<file path="src/rtl/controller_responder.sv">
// controller_responder: serial game-pad responder for a latch/shift-clock host.
// Host latch and shift clock are synchronized, edge-detected, and drive a
// small LOAD/SHIFT/IDLE machine that streams the frozen button word out
// active-low in A, B, SELECT, START, UP, DOWN, LEFT, RIGHT order.
// Optional turbo on A/B is enabled by defining CTRL_RESPONDER_TURBO_EN.
module controller_responder #(
  parameter int SYNC_STAGES  = 2,
  parameter int TURBO_PERIOD = 4
) (
  input  logic       I_CLK_33MHZ,
  input  logic       I_RESET,
  input  logic       I_LATCH,
  input  logic       I_PULSE,
  input  logic [7:0] I_BUTTONS,
  input  logic [1:0] I_TURBO,
  output logic       O_DATA,
  output logic       O_FRAME,
  output logic [7:0] O_SNAPSHOT
);

  typedef enum logic [1:0] {
    S_IDLE  = 2'd0,
    S_LOAD  = 2'd1,
    S_SHIFT = 2'd2
  } state_t;

  localparam logic [3:0] IDX_DONE = 4'd8;

  logic [SYNC_STAGES-1:0] latch_sync_reg;
  logic [SYNC_STAGES-1:0] pulse_sync_reg;
  logic                   latch_s;
  logic                   pulse_s;
  logic                   latch_q_reg;
  logic                   latch_fall_reg;
  logic                   pulse_q_reg;
  logic                   pulse_rise_reg;

  state_t                 state_reg;
  logic [3:0]             index_reg;
  logic [3:0]             index_next;
  logic [7:0]             snapshot_reg;
  logic                   data_reg;
  logic                   frame_reg;
  logic [7:0]             eff_buttons;

  assign latch_s = latch_sync_reg[SYNC_STAGES-1];
  assign pulse_s = pulse_sync_reg[SYNC_STAGES-1];

  // Shift-register synchronizers for the two asynchronous host lines.
  always_ff @(posedge I_CLK_33MHZ) begin
    if (I_RESET) begin
      latch_sync_reg <= '0;
      pulse_sync_reg <= '0;
    end else begin
      latch_sync_reg <= {latch_sync_reg[SYNC_STAGES-2:0], I_LATCH};
      pulse_sync_reg <= {pulse_sync_reg[SYNC_STAGES-2:0], I_PULSE};
    end
  end

  // Registered edge detect; latch level is delayed alongside so level and edges line up.
  always_ff @(posedge I_CLK_33MHZ) begin
    if (I_RESET) begin
      latch_q_reg    <= 1'b0;
      latch_fall_reg <= 1'b0;
      pulse_q_reg    <= 1'b0;
      pulse_rise_reg <= 1'b0;
    end else begin
      latch_q_reg    <= latch_s;
      latch_fall_reg <= latch_q_reg & ~latch_s;
      pulse_q_reg    <= pulse_s;
      pulse_rise_reg <= pulse_s & ~pulse_q_reg;
    end
  end

`ifdef CTRL_RESPONDER_TURBO_EN
  localparam int CW = (TURBO_PERIOD > 1) ? $clog2(TURBO_PERIOD) : 1;

  logic [CW-1:0] turbo_cnt_reg;
  logic          turbo_phase_reg;

  // Frame counter advances on every completed latch; phase flips on wrap.
  always_ff @(posedge I_CLK_33MHZ) begin
    if (I_RESET) begin
      turbo_cnt_reg   <= '0;
      turbo_phase_reg <= 1'b0;
    end else if (latch_fall_reg) begin
      if (turbo_cnt_reg == CW'(TURBO_PERIOD - 1)) begin
        turbo_cnt_reg   <= '0;
        turbo_phase_reg <= ~turbo_phase_reg;
      end else begin
        turbo_cnt_reg <= turbo_cnt_reg + 1'b1;
      end
    end
  end

  // A and B are masked off during the inactive turbo phase when turbo is requested.
  always_comb begin
    eff_buttons    = I_BUTTONS;
    eff_buttons[4] = I_BUTTONS[4] & (~I_TURBO[0] | turbo_phase_reg);
    eff_buttons[5] = I_BUTTONS[5] & (~I_TURBO[1] | turbo_phase_reg);
  end
`else
  logic unused_turbo;
  assign unused_turbo = ^I_TURBO;

  // Without turbo the live buttons are used as-is.
  always_comb begin
    eff_buttons = I_BUTTONS;
  end
`endif

  // Active-low serial bit for a shift position; position 8 is the idle-high overrun.
  function automatic logic serial_bit(input logic [3:0] idx, input logic [7:0] snap);
    logic b;
    case (idx)
      4'd0:    b = ~snap[4];
      4'd1:    b = ~snap[5];
      4'd2:    b = ~snap[6];
      4'd3:    b = ~snap[7];
      4'd4:    b = ~snap[2];
      4'd5:    b = ~snap[3];
      4'd6:    b = ~snap[1];
      4'd7:    b = ~snap[0];
      default: b = 1'b1;
    endcase
    return b;
  endfunction

  // Shift index advance: only on pulse edges outside latch, saturating at the overrun slot.
  always_comb begin
    index_next = index_reg;
    if (!latch_q_reg && pulse_rise_reg && (index_reg != IDX_DONE)) begin
      index_next = index_reg + 4'd1;
    end
  end

  // Responder state machine with registered serial data, frame strobe and snapshot.
  always_ff @(posedge I_CLK_33MHZ) begin
    if (I_RESET) begin
      state_reg    <= S_IDLE;
      index_reg    <= IDX_DONE;
      snapshot_reg <= 8'h00;
      data_reg     <= 1'b1;
      frame_reg    <= 1'b0;
    end else if (latch_q_reg) begin
      state_reg    <= S_LOAD;
      index_reg    <= 4'd0;
      snapshot_reg <= eff_buttons;
      data_reg     <= ~eff_buttons[4];
      frame_reg    <= 1'b0;
    end else begin
      index_reg <= index_next;
      data_reg  <= serial_bit(index_next, snapshot_reg);
      frame_reg <= latch_fall_reg;
      case (state_reg)
        S_LOAD:  state_reg <= S_SHIFT;
        S_SHIFT: state_reg <= (index_next == IDX_DONE) ? S_IDLE : S_SHIFT;
        default: state_reg <= S_IDLE;
      endcase
    end
  end

  assign O_DATA     = data_reg;
  assign O_FRAME    = frame_reg;
  assign O_SNAPSHOT = snapshot_reg;

endmodule

</file>
<file path="config.mk">
export PLATFORM = sky130hd
export DESIGN_NAME = controller_responder
export DESIGN_NICKNAME = d
export VERILOG_FILES = /design/src/rtl/controller_responder.sv
export SDC_FILE = /design/constraint.sdc
export NUM_CORES = 1
export LEC_CHECK = 0
export CAP_MARGIN = 15
export CORE_MARGIN = 2
export CORE_UTILIZATION = 44
export DETAILED_ROUTE_END_ITERATION = 12
export GPL_TIMING_DRIVEN = 0
export PLACE_DENSITY = 0.73
export SLEW_MARGIN = 20
export SYNTH_ARGS = -nofsm -noshare
export SYNTH_HDL_FRONTEND = slang
export SYNTH_SLANG_ARGS = --single-unit
</file>
<file path="constraint.sdc">
create_clock -name I_CLK_33MHZ -period 2.3 [get_ports I_CLK_33MHZ]
set_input_delay 0.46 -clock I_CLK_33MHZ [delete_from_list [all_inputs] [get_ports I_CLK_33MHZ]]
set_output_delay 0.46 -clock I_CLK_33MHZ [all_outputs]
set_load 0.01 [all_outputs]
</file>
==> impl_metrics.yaml <==
cts:
  cts_buffers: 3
  cts.hold.buffers_added: 0
  post_cts.repair.setup_buffers: 0
  cts_root_buf: "clkbuf_4"
  clkTransAtPathRegs_ps: 120
  cts_tree: "built"
  clk_latency_ps: 300
  cts_sinks: 22
  cts.path.max_buffers: 2
  htreeDepth: 1
  cts_resized: 0
routing:
  wire_per_inst_um: 12.5
  first_iter_violations: 10
  ant_nets: 0
  first_pass_iters: 3
  vias: 661
  drt-total-wl_um: 1660
  viasPerCell: 4.97
  drc_errors: 0
timing:
  fin_worst_hold_slack_ps: 390
  setup_viol: 0
  layout_min_cycle_time_ps: 2000
  rsz0062_at_grt: "false"
  clock.fmax_ghz: 0.500
  hold_viol_final: 0
  tns_ps: 0
  fin_crit_sh_pct: 87.0
  worst_slack_ps: 298
  relSlewSlack_pct: 69.8
  fin_worst_skew_ps: 4.87
  worstMarginPinSlew_ps: 451
  drv_slew: 0
finish:
  drive_gt1_share_pct: 8.49
  areaGrowthSynthToFinish_pct: 32.2
  largest_reg_flops: 8
  final-seq-area_um2: 440
  nFillCells: 192
  layout_commonest_cell: "dfxtp_1"
  multi_input_area_um2: 442
  diodes: 0
  nets: 123
  layout_common_cells: "dfxtp_1, clkdlybuf4s50_1, mux2i_1, nor2_1, nor2b_1"
floorplanning:
  io_pins: 24
  fp.dieH_um: 49.8
  die_area_um2: 2480
  die_w_um: 49.8
  core_area_um2: 1960
  row_count: 16
  start_util_pct: 46.9
global_routing:
  antenna_found_initial: 0
  gr-total-overflow: 0
  grt_pass1_wl_um: 3030
  grt_use_total_pct: 16.2
  grt_max_degree: 14
  grt_pass1_vias: 685
worst_setup_path:
  cp_cell_sequence: "buf_6, inv_1, ha_1, mux4_1, mux2_2, a221oi_2"
  crit_slowest_cell: "mux4_1"
  cp.required_ps: 2530
  startpoint_type: "flop"
  worst-path-max-fanout: 6
  cp.arrival_ps: 2230
  setup.worst_path.end_class: "flop"
  critPathMaxStageDelay_ps: 550
  path_class: "flop to flop"
place:
  dp_hpwl_um: 1290
  numPortBuffers: 21
  pre_cts_ws_ps: 307
  place.gp.congestion: 0.765
logic_synthesis:
  synth_cell_types: 23
  syn-cell-area_um2: 921
  ys_seq_area_share_pct: 47.8
  yosys.area.top_type_share_pct: 47.8
  yosys_warnings: 0
  synth-seq-cells: 22
  synthTopCellsByArea: "dfxtp_1, mux4_1, mux2i_1"
  yosys.area.top_type: "dfxtp_1"
  synth_area_per_cell_um2: 11.4
  syn_nets: 97
  synthCells: 81
power:
  p_per_area_nw_per_um2: 604
  power_leakage_nw: 0.473
  power.total_uw: 736
  peakVddDrop_mv: 0.367
hold_path:
  hold_path_class: "flop to flop"
run_status:
  outcome: "finished clean"
flow_run:
  max-cap-violations: 0
[cell usage after synthesis]
master,n
nand4_1,1
nor3b_1,1
nor2b_1,7
o211ai_1,1
xnor2_1,2
mux2_2,2
nor4b_1,1
buf_2,1
a21o_1,1
nor3_1,4
nand3b_1,1
clkbuf_1,3
a221oi_2,1
mux4_1,4
dfxtp_1,22
nor2_1,8
nor4_1,1
nand2_1,3
a21oi_1,2
mux2i_1,9
inv_1,3
ha_1,2
buf_6,1
[per-layer routing]
metal	wire length [µm]	GRT usage, %
met1	729	18.9
met4	42	9.72
met5	0	0
met2	864	27.8
met3	26	2.73
[final cells by class]
cell class / count / share of cell area, %
tap: 27 / 2.77
clock buffer: 3 / 1.85
multi-input combinational: 51 / 36.3
inverter: 3 / 0.925
buffer: 5 / 2.26
timing repair buffer: 21 / 17.3
sequential: 22 / 36.2
clock inverter: 1 / 2.47
[stage by stage]
stage | instance area, µm² | instances | util [%]
floorplan | 921 | 81 | -
global placement | 1160 | 129 | 59.4
detailed placement | 1160 | 129 | 59.4
CTS | 1220 | 133 | 62.1
global route | 1220 | 133 | 62.1
finish | 1220 | 133 | 62.1
[where the power goes]
group,leakage [nW],total (mW),internal [mW],switching [mW]
Sequential,0.179,0.395,0.390,0.00497
Combinational,0.266,0.0533,0.0332,0.0201
Clock,0.0279,0.288,0.176,0.112
[final timing paths]
| path | start | to | slack [ps] | cells past startpoint |
|---|---|---|---|---|
| max reg2reg | index_reg[0]$_SDFF_PP0_ | O_DATA$_SDFF_PP1_ | 300 | 6 |
| min | pulse_q_reg$_SDFF_PP0_ | pulse_rise_reg$_SDFF_PP0_ | 390 | 1 |
| max | index_reg[0]$_SDFF_PP0_ | O_DATA$_SDFF_PP1_ | 300 | 6 |
| min reg2reg | pulse_q_reg$_SDFF_PP0_ | pulse_rise_reg$_SDFF_PP0_ | 390 | 1 |
[logic make-up after synthesis]
logic type	after synthesis	share of synthesized area, %
buffers and inverters	8	4.21
adder cells (fa/ha/maj)	2	2.72
AO/OA/AOI/OAI	5	4.35
XOR/XNOR	2	1.90
multiplexers	15	23.6
flip-flops	22	47.8
AND/OR/NAND/NOR	27	15.4
[worst max-delay path: cells and delay by family (launching register included)]
| kind | cells | cell delay (ps) |
|---|---|---|
| AO/OA/AOI/OAI | 1 | 220 |
| adder cells (fa/ha/maj) | 1 | 330 |
| buffers and inverters | 2 | 190 |
| flip-flops | 1 | 360 |
| multiplexers | 2 | 830 |
No activity file was read; power rests on OpenSTA's default activity.
==> edit (same flow settings) <==
Set the parameter `SYNC_STAGES` to 4 (it was 2).
--- a/src/rtl/controller_responder.sv
+++ b/src/rtl/controller_responder.sv
@@ -6,3 +6,3 @@
 module controller_responder #(
-  parameter int SYNC_STAGES  = 2,
+  parameter int SYNC_STAGES  = 4,
   parameter int TURBO_PERIOD = 4
Behaviour: not the same (a bounded check fails within 10 cycles, from zero or initial values and one cycle with I_RESET high).
==> edit against the unedited design <==
Routed wire length increased by 15%; highest routed layer unchanged; sequential cell count increased by 4; synthesized area increased by 18%; power increased by 9.3%; final area increased by 14%; first-iteration DRC count increased by 60%; setup slack got worse by 0.052 ns; sequential power increased by 16%.
==> edit: results (changes against the unedited design) <==
Ys async rst share - 0% (unchanged)
Fin nets - 149 (+21%)
Utilization after layout - 57.5% (-4.5 points)
Hold_ws - 0.395 ns (+0.00516 ns)
Outcome - completed
Seq pwr - 460 uW (+16%)
Worst path max stage delay - 0.41 ns (-0.14 ns)
Worst R2R Setup Slack - 0.25 ns (-0.05 ns)
DR pass1 iterations - 4 (+1)
Final wirelength - 1920 um (+15%)
Sw power - 145 uW (+6.0%)
M1 wire length - 920 um (+26%)
Clk tree area frac - 3.79% (-0.53 points)
Reg2reg start - index_reg[0]
VDD IR max - 0.582 mV (+58%)
Placer Congestion - 0.873 (+14%)
Tightest Pin Transition - 0.580 ns (+0.129 ns)
Top cells by count, synth - 26 x dfxtp_1, 13 x mux2i_1, 12 x nor2b_1
Non-Clock Buffer Area Fraction - 17.3% (-2.2 points)
Sw Ratio - 18.0% (-0.56 points)
CP top delay family - adder cells
WL met3 - 85 um (+230%)
Inst Count DP - 158 (+22%)
Horiz. Die Dim - 53.7 um (+7.9%)
Lkg Pwr - 0.529 nW (+12%)
Inverters - 2 (-1)
Fillers - 213 (+11%)
Grt met1 use - 20.7% (+1.8 points)
Met3 Usage GRT - 5.28% (+2.6 points)
Multi-input logic area - 528 um2 (+20%)
# diodes - 0 (unchanged)
Register area share after synthesis - 47.9% (+0.10 points)
Fraction of layout cells with a size suffix above 1 - 8.33% (-0.16 points)
HPWL Detailed - 1410 um (+10%)
Hold path start - pulse_q_reg
Yosys cell types - 35 (+52%)
Mapped Cells - 107 (+32%)
Syn_nets - 123 (+27%)
First-pass GRT wire length - 3340 um (+10%)
Clk_lat worst skew - 0.32 ns (+0.02 ns)
Vias in the first global route - 748 (+9.2%)
Vias per inst - 5.02 (+1.1%)
GRT met2 Usage - 24.4% (-3.4 points)
WL per Instance - 11.8 um (-5.3%)
DRT iter0 DRCs - 16 (+6)
Largest net degree at the start of global routing - 16 (+2)
Multi-input logic cell count - 74 (+45%)
Critical-path top delay cell - ha_1
FF-to-FF path depth - 8 (+2)
GRT Resource Usage Total - 15.8% (-0.42 points)
Met2 wire length - 883 um (+2.2%)
Dpl cell area - 1330 um2 (+15%)
Synth area leaders - dfxtp_1 48%, mux2i_1 12%, nor2b_1 6.9%, nor2_1 3.5%, ha_1 2.3%
Crit Path Max Fanout - 9 (+3)
Root Driver - clkbuf_4
Max Clock Skew - 0.00810 ns (+0.00323 ns)
Clock sinks - 26 (+18%)
Clock power frac - 37.8% (-1.3 points)
Seq/total area - 37.5% (+1.4 points)
Hold Path Cell Cnt - 1 (unchanged)
-- edit: changes by cell type after synthesis, sizes merged, moves of 2 or more --
cell	delta
mux2i	+4
nand2b	+2
mux4	-4
or4	+2
nor2b	+5
dfxtp	+4
nor2	+2
nand3	+2
o21ai	+4
-- edit: kinds of logic after synthesis --
| kind of cell | after synthesis | synth area share (%) |
|---|---|---|
| simple gates | 41 | 22.2 |
| flops | 26 | 47.9 |
| compound gates | 16 | 10.3 |
| mux | 14 | 13.0 |
| buf+inv | 7 | 3.46 |
| fa+ha+maj | 2 | 2.30 |
| xor+xnor | 1 | 0.807 |
-- edit: how the worst max path moves through the flow --
stage                       startpoint      to  slack [ns]  depth (start not counted)
after floorplan           index_reg[0]  O_DATA        0.40                          8
after global placement         I_RESET  O_DATA        0.26                          5
after detailed placement  index_reg[0]  O_DATA        0.25                          8
after CTS                 index_reg[0]  O_DATA        0.25                          8
after global routing      index_reg[0]  O_DATA        0.08                          8
final                     index_reg[0]  O_DATA        0.25                          8
